===== src/rtl/pipe_ctrl_unit.sv =====
// Pipelined IF/ID/EX control unit with per-stage decode
// and counter-based load-use stall insertion.
module pipe_ctrl_unit #(
  parameter int OPW        = 2,
  parameter int RAW        = 3,
  parameter int LOAD_STALL = 1,
  parameter int OP_ALU     = 0,
  parameter int OP_IMM     = 1,
  parameter int OP_LD      = 2,
  parameter int OP_JMP     = 3
) (
  input  logic           clk,
  input  logic           rst,
  input  logic           if_valid,
  input  logic [OPW-1:0] if_opcode,
  input  logic [RAW-1:0] if_rd,
  input  logic [RAW-1:0] if_rs,
  output logic           pc_jump_sel,
  output logic           pc_stall,
  output logic           id_valid,
  output logic           exe_ctrl,
  output logic           ex_valid,
  output logic           mem_read,
  output logic           writeReg,
  output logic [RAW-1:0] wb_rd
);

  typedef enum logic [1:0] {
    C_ALU, C_IMM, C_LD, C_JMP
  } cls_t;

  localparam logic [OPW-1:0] K_ALU = OPW'(OP_ALU);
  localparam logic [OPW-1:0] K_IMM = OPW'(OP_IMM);
  localparam logic [OPW-1:0] K_LD  = OPW'(OP_LD);
  localparam logic [OPW-1:0] K_JMP = OPW'(OP_JMP);
  localparam logic [3:0]     S_INI = 4'(LOAD_STALL - 1);

  function automatic cls_t dec(input logic [OPW-1:0] op);
    cls_t c;
    c = C_ALU;
    unique case (1'b1)
      (op == K_ALU): c = C_ALU;
      (op == K_IMM): c = C_IMM;
      (op == K_LD):  c = C_LD;
      (op == K_JMP): c = C_JMP;
      default:       c = C_ALU;
    endcase
    return c;
  endfunction

  logic           id_v;
  logic [OPW-1:0] id_op;
  logic [RAW-1:0] id_rd;
  logic [RAW-1:0] id_rs;
  logic           ex_v;
  logic [OPW-1:0] ex_op;
  logic [RAW-1:0] ex_rd;
  logic [3:0]     stall_cnt;

  cls_t if_cls;
  cls_t id_cls;
  cls_t ex_cls;
  logic hz;
  logic stall;

  assign if_cls = dec(if_opcode);
  assign id_cls = dec(id_op);
  assign ex_cls = dec(ex_op);

  // Jumps in ID never read a register, so they cannot create a hazard
  assign hz = id_v && id_cls != C_JMP
           && ex_v && ex_cls == C_LD
           && ex_rd != '0 && ex_rd == id_rs;

  assign stall = hz || stall_cnt != 4'd0;

  assign pc_stall    = ~rst & stall;
  assign pc_jump_sel = ~rst & if_valid & (if_cls == C_JMP) & ~stall;
  assign id_valid    = ~rst & id_v;
  assign ex_valid    = ~rst & ex_v;
  assign exe_ctrl    = ~rst & id_v & (id_cls == C_IMM);
  assign mem_read    = ~rst & ex_v & (ex_cls == C_LD);
  assign writeReg    = ~rst & ex_v & (ex_cls != C_JMP);
  assign wb_rd       = (~rst & ex_v) ? ex_rd : '0;

  always_ff @(posedge clk) begin
    if (rst) begin
      id_v      <= 1'b0;
      id_op     <= '0;
      id_rd     <= '0;
      id_rs     <= '0;
      ex_v      <= 1'b0;
      ex_op     <= '0;
      ex_rd     <= '0;
      stall_cnt <= 4'd0;
    end else begin
      if (!stall) begin
        id_v  <= if_valid;
        id_op <= if_opcode;
        id_rd <= if_rd;
        id_rs <= if_rs;
        ex_v  <= id_v;
        ex_op <= id_op;
        ex_rd <= id_rd;
      end else begin
        ex_v  <= 1'b0;
      end
      if (hz && stall_cnt == 4'd0)
        stall_cnt <= S_INI;
      else if (stall_cnt != 4'd0)
        stall_cnt <= stall_cnt - 4'd1;
    end
  end

endmodule


===== config.mk =====
export PLATFORM = sky130hd
export DESIGN_NAME = pipe_ctrl_unit
export DESIGN_NICKNAME = d
export VERILOG_FILES = /design/src/rtl/pipe_ctrl_unit.sv
export SDC_FILE = /design/constraint.sdc
export NUM_CORES = 1
export LEC_CHECK = 0
export CORE_MARGIN = 2
export CORE_UTILIZATION = 55
export CTS_CLUSTER_SIZE = 12
export DETAILED_ROUTE_END_ITERATION = 16
export DONT_BUFFER_PORTS = 1
export PLACE_DENSITY = 0.8
export SLEW_MARGIN = 20
export SYNTH_ARGS = -nofsm -noshare
export SYNTH_HDL_FRONTEND = slang
export SYNTH_SLANG_ARGS = --single-unit

===== constraint.sdc =====
create_clock -name clk -period 1.8 [get_ports clk]
set_input_delay 0.54 -clock clk [delete_from_list [all_inputs] [get_ports clk]]
set_output_delay 0.54 -clock clk [all_outputs]
set_load 0.03 [all_outputs]

==> qor.txt, run 1 <==
Outcome -> finished with violations
Failing checks -> setup timing
CTS clk-pin slew, worst paths -> 110 ps
Pleak -> 0.549 nW
Initial antenna violation count -> 0
Worst EP arrival -> 1590 ps
Buf/Inv on CP -> 0
Syn nets -> 160
Sequential power share -> 0.278
Crit path cell chain -> xnor2_2, o2111ai_4, o31ai_4, and2_4
Remaining DRCs -> 0
Clk root buf -> clkbuf_4
Sw Pwr -> 1.33 mW
Largest net degree at the start of global routing -> 27
VDD IR max -> 0.971 mV
Final hold violations -> 0
Fin crit share -> 1.19
Max cap viols -> 0
Final slew viol count -> 0
Yosys warnings -> 0
CTS sink cnt -> 19
Core ar. -> 2150 sq um
Clk pwr share -> 0.081
CTS Buffer Depth -> 2
Crit end category -> output port
Cell Int Power -> 1.43 mW
FMAX -> 469 MHz
Endpoints failing setup -> 9
TritonCTS buffer count -> 3
Combinational power share -> 0.641
All-layer global routing usage -> 0.250
Cell depth of the worst setup path -> 4
Slowest CP cell -> dfxtp_2
Clock Skew -> 11.2 ps
Post-synth top flop -> dfxtp_1
Largest fanout on the critical path -> 5
Clk_lat worst skew -> 310 ps
Switch share -> 0.483
Syn-to-layout area delta -> 18.3%
Width of the die -> 51.1 microns
Flops & latches, synth -> 19
Synth cell types -> 45
Fill count -> 186
CP Class -> reg -> out
PortBufs -> 0
WL final -> 2940 microns
RD Place Congestion -> 0.824
Worst-Margin Slew -> 285 ps
CP required -> 1260 ps
Relative max-transition margin -> 0.810
FFs w/ async S/R, synth -> 0
First-pass GRT wire length -> 4950 microns
CTS tree -> yes
Fin crit period -> 2130 ps
Initial detailed-routing violation count -> 25
Number of synthesized flops with an enable pin -> 0
Final WS setup -> -334 ps
Max stage delay on crit path -> 380 ps
I/O pin total -> 21
Routed Antenna Nets -> 0
Nets -> 170
PD cells -> 1910 nW/um^2
Dpl hpwl -> 2040 microns
Critical path's top delay family -> compound AO/OA/AOI/OAI gates
Hold_ws -> 288 ps
Rows -> 17
Via count of the first global-routing pass -> 1,125
Die ar. -> 2620 sq um
Post-synthesis cell count -> 148
Fin cells -> 185
Final core utilization -> 0.673
Mapped cell area -> 1220 sq um
Antenna Cells -> 0
Share of layout cells above drive strength 1 -> 0.338
Drt via density -> 6.31
Mapped Avg Cell Area -> 8.26 sq um
RSZ-0062 raised after global routing -> yes
Min-Delay Path Class -> in -> reg
Pre-antenna DRT Iters -> 4
Wire length per cell -> 15.9 microns
Sequential share of the synthesized area -> 0.311
CP startpoint kind -> flip-flop
Gr ovfl total -> 0
CTS HTree Levels -> 1
Vias -> 1,167
Hold depth -> 1
Post-Place Cells -> 178
Initial Util -> 0.569
R2R cell count -> 6
Die H -> 51.1 microns
Hold_buf cts -> 0
-- what timing repair did --
item	4_1_cts	5_1_grt
setup endpoints to repair	3	7
hold endpoints to repair	0	0
buffers inserted	2	1
resized for setup	1	3
-- synth_stat cells (all sizes together) (2+ instances only) --
master,count,area share
or4,6,0.040
buf,5,0.036
inv,5,0.015
and2,6,0.033
o211ai,2,0.012
o21ai,13,0.053
clkbuf,6,0.019
nor3b,2,0.016
o2111ai,5,0.041
nor3,3,0.012
nor2b,2,0.016
nand2b,7,0.036
nor2,9,0.028
nand2,9,0.028
nand3,11,0.059
o311ai,3,0.021
dfxtp,19,0.31
xnor2,2,0.020
and3,7,0.037
or3,4,0.020
a32oi,6,0.043
a21oi,6,0.025
-- layer usage --
layer  share of wire  global-route usage
met5               0                   0
met2            0.50               0.446
met1            0.42               0.284
met4           0.022               0.108
met3           0.055              0.0526
-- cell type report --
type | count | area, sq um | share of cell area
Sequential cell | 19 | 390 | 0.270
Multi-Input combinational cell | 112 | 840 | 0.580
Tap cell | 28 | 35.0 | 0.0242
Inverter | 6 | 22.5 | 0.0156
Timing Repair Buffer | 16 | 133 | 0.0917
Clock buffer | 4 | 26.3 | 0.0182
-- power by group through the flow --
stage	logic [mW]	clock network (mW)	registers [mW]
after CTS	1.70	0.230	0.764
after detailed placement	1.68	0	0.772
after global placement	1.62	0	0.754
final	1.77	0.222	0.769
after global routing	1.92	0.247	0.790
after floorplan	1.39	0	0.768
-- logic make-up (layout without fill, tap and decap cells) --
group | Yosys count | after routing | share of synthesized area
compound gates | 40 | 40 | 0.238
xor+xnor | 2 | 2 | 0.0205
fa+ha+maj | 1 | 1 | 0.0102
buf+inv | 17 | 26 | 0.0737
flops | 19 | 19 | 0.311
simple gates | 69 | 69 | 0.346
-- final timing paths --
path / endpoint / startpoint / slack [ps]
setup / recovery: pc_stall / ex_rd[2] / -330
hold / removal: ex_op[0] / rst / 290
setup reg to reg: id_op[1] / ex_rd[2] / -60
hold reg to reg: stall_cnt[0] / stall_cnt[0] / 490
-- sequential cells by signal, indices dropped and copies added, names as in the netlist --
register and flops:
ex_v 1, id_rs 3, id_v 1, ex_rd 3, ex_op 2, id_rd 3, stall_cnt 4, id_op 2
-- metrics by stage --
| stage | instance area [sq um] | setup TNS [ps] | power, mW | worst slack, ps |
|---|---|---|---|---|
| floorplan | 1320 | -182 | 2.16 | -87.3 |
| global route | 1450 | -1490 | 2.96 | -418 |
| detailed placement | 1390 | 0 | 2.45 | 10.2 |
| CTS | 1430 | -623 | 2.69 | -334 |
| finish | 1450 | -805 | 2.76 | -334 |
| global placement | 1390 | 0 | 2.37 | 62.3 |
-- cell usage in the layout, fill, tap and decap left out, types with 7 or more instances in the layout --
| cell | instances |
|---|---|
| buf_4 | 15 |
| dfxtp_1 | 11 |
| dfxtp_2 | 8 |
| nand2_1 | 9 |
| nand2b_1 | 7 |
| nand3_1 | 9 |
| nor2_1 | 9 |
| o21ai_0 | 7 |
(Power assumes the default switching activity.)
==> run 2, diff against run 1 <==
- SKIP_CTS_REPAIR_TIMING: not set -> 1
==> qor.txt, run 2 (synthesized netlist as in run 1, its figures left out) <==
Outcome -> finished with violations
Failing checks -> setup timing
I/O pin total -> 21
Clock Skew -> 16.2 ps
Drt via density -> 6.23
Largest net degree at the start of global routing -> 27
Buf/Inv on CP -> 0
Critical path's top delay family -> compound AO/OA/AOI/OAI gates
FMAX -> 469 MHz
TritonCTS buffer count -> 3
R2R cell count -> 5
Largest Register -> stall_cnt
Final slew viol count -> 0
CP startpoint kind -> flip-flop
Crit path cell chain -> xnor2_2, o2111ai_4, o31ai_4, and2_4
Vias -> 1,147
CTS tree -> yes
Pleak -> 0.544 nW
Hold depth -> 1
Gr ovfl total -> 0
Final core utilization -> 0.669
Remaining DRCs -> 0
All-layer global routing usage -> 0.248
Reg2reg start -> ex_rd[2]
Fin crit period -> 2130 ps
Max stage delay on crit path -> 380 ps
Area of the multi-input gates -> 840 sq um
PD cells -> 1890 nW/um^2
Pwr Total -> 2.72 mW
Worst EP arrival -> 1590 ps
Rows -> 17
CTS Buffer Depth -> 2
Initial antenna violation count -> 0
Clk_lat worst skew -> 310 ps
Endpoints failing setup -> 2
Die H -> 51.1 microns
Initial Util -> 0.569
Cell depth of the worst setup path -> 4
Largest fanout on the critical path -> 5
Initial detailed-routing violation count -> 23
Hold Crit Start -> rst
Clk root buf -> clkbuf_4
Crit end category -> output port
Pre-antenna DRT Iters -> 4
Wire length per cell -> 15.9 microns
Largest register FFs -> 4
Relative max-transition margin -> 0.808
RD Place Congestion -> 0.824
Share of layout cells above drive strength 1 -> 0.327
Worst reg2reg path endpoint -> id_op[1]
Dpl cell area -> 1390 sq um
Hold_ws -> 283 ps
Final WS setup -> -333 ps
Routed Antenna Nets -> 0
Slowest CP cell -> dfxtp_2
Nets -> 169
Hold EP -> ex_op[0]
First-pass GRT wire length -> 4930 microns
CTS clk-pin slew, worst paths -> 120 ps
PortBufs -> 0
Final hold violations -> 0
Max cap viols -> 0
Min-Delay Path Class -> in -> reg
Most common cell after layout, fill and taps aside -> buf_4
CTS HTree Levels -> 1
RSZ-0062 raised after global routing -> yes
CTS sink cnt -> 19
Width of the die -> 51.1 microns
Sequential Area -> 389 sq um
Core ar. -> 2150 sq um
CP Class -> reg -> out
Die ar. -> 2620 sq um
Most frequent cells in the layout -> 14 x buf_4, 12 x dfxtp_1, 9 x nand2_1, 9 x nor2_1, 9 x nand3_1
Via count of the first global-routing pass -> 1,128
Antenna Cells -> 0
Fill count -> 184
Fin area -> 1440 sq um
WL final -> 2930 microns
Worst-Margin Slew -> 288 ps
VDD IR max -> 0.965 mV
Fin crit share -> 1.18
Reg-to-reg setup timing slack -> 70 ps
Syn-to-layout area delta -> 17.6%
Dpl hpwl -> 2040 microns
CP required -> 1260 ps
[run 2: report_power, final]
part / internal [mW] / switching [mW] / total, mW
Clock: 0.0865 / 0.139 / 0.226
Combinational: 0.697 / 1.03 / 1.72
Sequential: 0.612 / 0.156 / 0.768
Total: 1.40 / 1.32 / 2.72
[run 2: per-layer routing]
layer,GRT usage,part of all wire,routed length (microns)
met5,0,0,0
met4,0.108,0.016,46
met1,0.279,0.42,1240
met3,0.0526,0.049,145
met2,0.446,0.51,1500
[run 2: metrics by stage]
stage	std cells	worst slack, ps	setup TNS [ps]
floorplan	148	-87.3	-182
global placement	178	62.3	0
detailed placement	178	10.2	0
CTS	182	-334	-627
global route	184	-425	-816
finish	184	-333	-622
[run 2: layout make-up]
class	instances	share of cell area
clock buffer	4	0.0183
inverter	6	0.0157
multi-input combinational	112	0.584
sequential	19	0.271
tap	28	0.0244
timing repair buffer	15	0.0870
[run 2: worst max path at each step]
stage | startpoint | to | slack (ps)
2_1_floorplan | rst | writeReg | -90
3_3_place_gp | ex_rd[1] | pc_stall | 60
3_5_place_dp | ex_rd[2] | pc_stall | 10
4_1_cts | ex_rd[2] | pc_stall | -330
5_1_grt | ex_rd[2] | pc_stall | -430
6_report | ex_rd[2] | pc_stall | -330
==> run 3, diff against run 2 <==
- CORE_UTILIZATION: 55 -> 58
- CTS_BUF_LIST: not set -> sky130_fd_sc_hd__clkbuf_8
- PLACE_DENSITY: 0.8 -> 0.83
==> qor.txt, run 3 (synthesized netlist as in run 1, its figures left out) <==
Outcome -> finished with violations
Failing checks -> setup timing
Endpoints failing setup -> 2
I/O pin total -> 21
Width of the die -> 49.9 microns
Largest net degree at the start of global routing -> 27
Fin area -> 1430 sq um
Dpl cell area -> 1380 sq um
Final slew viol count -> 0
Total negative slack -> -445 ps
Largest register FFs -> 4
PortBufs -> 0
CTS sink cnt -> 19
Initial detailed-routing violation count -> 36
Pre-antenna DRT Iters -> 4
Crit path launch -> ex_rd[2]
Dpl hpwl -> 2000 microns
Gr ovfl total -> 0
Wire length per cell -> 16.1 microns
Clk_lat worst skew -> 260 ps
Top layer in use -> met4
Fin crit period -> 2030 ps
CTS clk-pin slew, worst paths -> 70 ps
Die ar. -> 2490 sq um
RSZ-0062 raised after global routing -> yes
Pleak -> 0.540 nW
Post-Place Cells -> 176
Clk root buf -> clkbuf_8
Final WS setup -> -225 ps
WL final -> 2900 microns
Wl on met1 -> 1340 microns
Worst-Margin Slew -> 557 ps
Core ar. -> 1980 sq um
CTS HTree Levels -> 1
Largest Register -> stall_cnt
Initial antenna violation count -> 0
Routed Antenna Nets -> 0
Largest fanout on the critical path -> 5
Post-placement setup slack -> 47.0 ps
Max cap viols -> 0
Vias -> 1,145
Rows -> 16
Final hold violations -> 0
Syn-to-layout area delta -> 16.8%
Nets -> 166
Hold depth -> 1
Most common cell after layout, fill and taps aside -> dfxtp_1
CP required -> 1260 ps
Initial Util -> 0.617
Critical Path End -> pc_stall
Die H -> 49.9 microns
Pwr Total -> 2.74 mW
First-pass GRT wire length -> 5000 microns
Fin cells -> 180
Most frequent cells in the layout -> 14 x dfxtp_1, 11 x buf_4, 9 x nand2_1, 9 x nor2_1, 9 x nand3_1
RD Place Congestion -> 0.873
Min-Delay Path Class -> in -> reg
Clock Skew -> 3.03 ps
VDD IR max -> 1.24 mV
Crit end category -> output port
Reg-to-reg setup timing slack -> 110 ps
CTS tree -> yes
Metal2 WL -> 1420 microns
Share of layout cells above drive strength 1 -> 0.294
Reg2reg start -> ex_rd[2]
Drt via density -> 6.36
PD cells -> 1920 nW/um^2
Worst EP arrival -> 1490 ps
Relative max-transition margin -> 0.629
R2R cell count -> 5
WL met3 -> 113 microns
Remaining DRCs -> 0
All-layer global routing usage -> 0.258
Via count of the first global-routing pass -> 1,066
Fin crit share -> 1.13
CP startpoint kind -> flip-flop
TritonCTS buffer count -> 3
Antenna Cells -> 0
Hold Crit Start -> rst
FMAX -> 494 MHz
CTS Buffer Depth -> 2
Worst reg2reg path endpoint -> id_op[1]
CP Class -> reg -> out
run 3: cell count changes in the layout (fill, tap and decap cells not counted), moves of 2 or more:
cell / change
dfxtp_1: +2
clkbuf_8: +3
buf_4: -3
clkbuf_4: -3
dfxtp_2: -2
run 3: routing by layer:
metal / vias to the layer above / GRT usage
met5: - / 0
met3: 4 / 0.0333
li1: 563 / -
met2: 33 / 0.422
met1: 545 / 0.347
met4: 0 / 0.0926
run 3: cell type report:
cell class	instances	area [sq um]
clock buffers	3	41.3
clock inverters	1	3.75
fillers	152	554
inverters	6	22.5
multi-input cells	112	837
flip-flops and latches	19	387
well taps	27	33.8
repair buffers	12	103
run 3: how the worst min path moves through the flow:
stage | end | slack (ps)
4_1_cts | stall_cnt[1] | 330
6_report | stall_cnt[1] | 340
3_5_place_dp | stall_cnt[0] | 490
2_1_floorplan | stall_cnt[0] | 460
3_3_place_gp | stall_cnt[0] | 470
5_1_grt | stall_cnt[1] | 330
run 3: stage by stage:
step	util	hold WS [ps]
4_1_cts	0.720	334
3_5_place_dp	0.698	492
6_report	0.720	341
3_3_place_gp	0.698	468
5_1_grt	0.720	332
2_1_floorplan	-	463
run 3: report_power, final:
| group | internal [mW] | leakage [nW] | switching (mW) |
|---|---|---|---|
| Sequential | 0.609 | 0.159 | 0.157 |
| Clock | 0.152 | 0.0269 | 0.144 |
| Combinational | 0.659 | 0.354 | 1.02 |
| Total | 1.42 | 0.540 | 1.32 |
run 3: critical path: stages (launching register included):
cell and delay, ps:
dfxtp_2 360, xnor2_2 200, o2111ai_4 150, o31ai_4 280, and2_4 250
==> edit 1: new RTL, settings of run 3 <==
The parameter `RAW` goes from 3 to 2.
--- a/src/rtl/pipe_ctrl_unit.sv
+++ b/src/rtl/pipe_ctrl_unit.sv
@@ -3,5 +3,5 @@
 module pipe_ctrl_unit #(
   parameter int OPW        = 2,
-  parameter int RAW        = 3,
+  parameter int RAW        = 2,
   parameter int LOAD_STALL = 1,
   parameter int OP_ALU     = 0,
Interface: changed (resized if_rd, if_rs and wb_rd); port bits go from 21 to 18. The function was not compared with the original's and may differ.
==> edit 1 against run 3 <==
The flow still finishes with violations (setup timing); via count shrank 39%; wire length shrank 38%; design area shrank 25%; power shrank 21%; sequential cell count shrank 3; synthesized area shrank 37%; worst setup slack lost 0.39 ns; clock skew shrank 0.0010 ns; largest power group unchanged.
==> edit 1: results (changes against run 3) <==
| Metric | Value |
|---|---|
| Sequential share of the synthesized area | 41.4% (+10 points) |
| Vias in the first global route | 608 (-43%) |
| DR vias/cell | 5.75 (-9.5%) |
| Final WL | 1800 um (-38%) |
| Met2 WL post-DR | 892 um (-37%) |
| Vias | 702 (-39%) |
| Mux share of post-synthesis cell area | 7.92% (+7.9 points) |
| Synth area leaders | dfxtp_1 41%, nand2_1 7.8%, mux2i_1 6.5% |
| Setup TNS | -1.16 ns (-0.714 ns) |
| Worst vdd ir | 1.53 mV (+24%) |
| Pin count of the biggest net entering global routing | 15 (-44%) |
| CP max FO | 4 (-1) |
| Max reg flops | 4 (unchanged) |
| Clock Skew | 0.00201 ns (-0.00102 ns) |
| Met3 usage | 9.44% (+6.1 points) |
| Drt first pass iters | 4 (unchanged) |
| Post-synthesis xor/xnor area fraction | 1.13% (-0.92 points) |
| DR top layer | met4 |
| Clock-pin slew on the worst setup and hold paths | 0.06 ns |
| GPL Wtd Cong | 0.793 (-9.2%) |
| Clk Latency, worst-skew pair | 0.25 ns |
| First-pass GRT wire length | 2710 um (-46%) |
| GRT Util Overall | 27.1% (+1.2 points) |
| # diodes | 0 (unchanged) |
| Input/output buffers | 0 (unchanged) |
| Worst setup margin | -0.616 ns (-0.391 ns) |
| Avg Cell Area, Syn | 8.90 um2 (+7.8%) |
| M1 WL | 751 um (-44%) |
| Crit path DAT | 1.88 ns (+0.39 ns) |
| HPWL after detailed placement | 1320 um (-34%) |
| Status | complete, but fails checks |
| Most frequent cells after synthesis | 16 x dfxtp_1, 16 x nand2_1, 8 x o21ai_0 |
| Most common flop cell mapped by yosys | dfxtp_1 |
| Failing checks | setup timing |
| Cell Count Post-Placement | 116 (-34%) |
| Clock root cell | clkbuf_8 |
| LEAKAGE | 0.000443 uW (-18%) |
| Share of cells above drive strength 1 | 43.9% (+15 points) |
| Async SR Flop Fraction | 0% (unchanged) |
| Complex-gate fraction of the synthesized area | 18.7% (-5.1 points) |
| Syn Nets | 97 (-39%) |
| Headroom to the max-slew limit | 77.2% (+14 points) |
| Final setup violation count | 3 (+1) |
| Post-Synth Adder-Cell Area | 1.62% (+0.59 points) |
| TritonCTS Buffers | 3 (unchanged) |
| Yosys cell types | 32 (-29%) |
| Worst Hold Class | in -> reg |
| Drt initial violations | 20 (-44%) |
| Clock H-tree levels | 1 (unchanged) |
| Worst slack at placement | -0.372 ns (-0.419 ns) |
| Global routing usage on met2 | 45.2% (+3.0 points) |
| DR WL met3 | 131 um (+16%) |
| Met1 Resource Use GR | 31.4% (-3.3 points) |
edit 1: cell types whose count changed in the layout (fill, tap and decap cells not counted), moves of 4 or more:
cell / delta
a32oi_1: -6
nand2b_1: -7
nand3_1: -9
nand2_1: +6
nor2_1: -5
a21oi_1: -4
or4_1: -5
o2111ai_1: -4
buf_4: +8
and3_1: -6
mux2i_1: +5
o21ai_0: -5
and2_4: -6
edit 1: worst paths after layout:
kind / startpoint / to / slack, ns / cells after the start
min: rst / stall_cnt[0] / 0.35 / 1
max reg2reg: stall_cnt[0] / ex_op[0] / -0.02 / 7
min reg2reg: id_rs[0] / id_rs[0] / 0.46 / 2
max: stall_cnt[0] / pc_jump_sel / -0.62 / 7
edit 1: area by class of cell:
class | instances | area (um2)
multi-input cells | 63 | 498
repair buffers | 21 | 178
well taps | 15 | 18.8
inverters | 4 | 16.3
clock buffers | 3 | 41.3
flip-flops and latches | 16 | 323
fillers | 73 | 194
edit 1: power breakdown:
part	switching (uW)	leakage, uW	internal [uW]
combinational	657	0.000289	671
sequential	79.5	0.000132	494
clock	113	0.0000216	148
total	850	0.000443	1310
edit 1: stage by stage:
step                      hold slack (ns)  cell area [um2]  util, %  total power (uW)
after floorplan                     0.438              866        -              1390
after global placement              0.460              998     78.7              1700
after detailed placement            0.467              998     78.7              1740
after CTS                           0.342             1040     82.0              2020
after global routing                0.334             1070     84.7              2300
final                               0.345             1070     84.7              2160
edit 1: critical path, cell delays in order, from the launching register on:
cell      delay, ns
dfxtp_2        0.32
inv_2          0.07
ha_4           0.12
or3b_4         0.41
a221oi_4       0.31
nor2_4         0.09
nor3_4         0.16
buf_12         0.14
==> edit 2: new RTL, config.mk and constraints of run 3 <==
Without the edit above. Reset style: asynchronous (`rst`), changed in one clocked block.
--- a/src/rtl/pipe_ctrl_unit.sv
+++ b/src/rtl/pipe_ctrl_unit.sv
@@ -84,5 +84,5 @@
   assign wb_rd       = (~rst & ex_v) ? ex_rd : '0;
 
-  always_ff @(posedge clk) begin
+  always_ff @(posedge clk or posedge rst) begin
     if (rst) begin
       id_v      <= 1'b0;
Function: no difference found for any inputs over 10 cycles, from zero or initial values and one cycle with rst high; that may be too few to reach the edited logic, so the function may still have changed.
==> edit 2 against run 3 <==
The run still ends with setup timing left; fmax shrank 9.5%; design area shrank 8.2%; clock skew shrank 0.0015 ns; wire length shrank 12%; sequential cell count is the same; synthesized area shrank 22%; register-to-register slack lost 0.40 ns; worst setup slack lost 0.21 ns.
Power is not compared: it rests on default switching activity, and its combinational part moved more than twofold at a synthesized area within 25%.
==> edit 2: results (changes against run 3) <==
| Metric | Value |
|---|---|
| Headroom to the max-slew limit | 79.4% (+17 points) |
| Failing checks | setup timing |
| Met2 WL post-DR | 1310 um (-7.5%) |
| Worst slack at placement | -0.0883 ns (-0.135 ns) |
| GRT Util Overall | 24.3% (-1.5 points) |
| Vias in the first global route | 730 (-32%) |
| FILL cells | 63 (-59%) |
| Status | complete, but fails checks |
| Yosys cell types | 30 (-33%) |
| Share of cells above drive strength 1 | 56.4% (+27 points) |
| Pin count of the biggest net entering global routing | 11 (-59%) |
| Most common flop cell mapped by yosys | dfrtp_1 |
| Vias | 761 (-34%) |
| Final setup violation count | 16 (+14) |
| M1 WL | 991 um (-26%) |
| Async SR Flop Fraction | 100% (+100 points) |
| Setup TNS | -2.97 ns (-2.53 ns) |
| CP max stage cell | dfrtp_1 |
| Synth area leaders | dfrtp_1 50%, mux2_2 8.3%, mux2_4 7.9% |
| Worst setup margin | -0.437 ns (-0.212 ns) |
| Commonest non-fill, non-tap cell in the layout | buf_4 |
| First-pass GRT wire length | 3310 um (-34%) |
| HPWL after detailed placement | 1510 um (-24%) |
| DR WL met3 | 132 um (+17%) |
| CP max FO | 3 (-2) |
| Drt initial violations | 29 (-19%) |
| Syn Nets | 91 (-43%) |
| Layout Nets | 123 (-26%) |
| Clock Skew | 0.00154 ns (-0.00149 ns) |
| Sequential share of the synthesized area | 49.9% (+19 points) |
| Worst Hold Class | in -> async |
| Most frequent cells after synthesis | 19 x dfrtp_1, 7 x inv_1, 7 x mux2_2, 5 x mux2_4, 5 x nor2_1 |
| Critical path's largest stage delay | 0.43 ns (+0.07 ns) |
| Crit path DAT | 1.70 ns (+0.21 ns) |
==> edit 2: power breakdown <==
| group | switching (uW) | total [uW] | internal [uW] |
|---|---|---|---|
| Clock | 143 | 295 | 152 |
| Sequential | 18.3 | 464 | 446 |
| Combinational | 70.0 | 140 | 70.2 |
| Total | 232 | 900 | 668 |
==> edit 2: layout make-up <==
cell class	instances	share of cell area, %
timing repair buffer	28	16.9
clock inverter	1	0.287
clock buffer	3	3.15
multi-input combinational	52	39.8
sequential	19	36.3
inverter	7	2.01
tap	16	1.53
==> edit 2: routing by layer <==
metal	global-route usage, %	vias to the layer above
met2	41.2	33
li1	-	340
met4	12.7	0
met3	4.90	11
met5	0	-
met1	29.0	377
==> edit 2: worst paths after layout <==
check                          from       end  slack (ns)  cells after the start
min in group clk           if_rs[2]  id_rs[2]        0.42                      2
setup / recovery           ex_rd[1]  pc_stall       -0.44                      4
hold / removal                  rst      ex_v        0.29                      2
max in group asynchronous       rst  ex_rd[2]        1.36                      2
setup reg to reg           ex_rd[1]  ex_op[0]       -0.29                      7
hold reg to reg            id_rd[0]  id_rd[0]        0.53                      1
==> edit 2: cell families after synthesis <==
kind of cell | synth area share, %
AOI/OAI and AO/OA | 11.7
adders and majority gates | 1.31
muxes | 16.2
buffers and inverters | 4.34
and+or+nand+nor | 14.7
xor gates and xnor gates | 1.84
DFF | 49.9
==> edit 2: metrics by stage <==
step	hold slack, ns	instance area, um2	std cells
global placement	0.455	1160	116
global route	0.298	1310	126
floorplan	0.440	992	79
detailed placement	0.460	1160	116
finish	0.293	1310	126
CTS	0.254	1210	120
==> edit 2: worst max-delay path, delay by kind of cell (launching register included) <==
family,cells,cell delay [ns]
AO/OA/AOI/OAI,2,0.55
XOR/XNOR,1,0.20
flip-flops,1,0.43
AND/OR/NAND/NOR,1,0.26
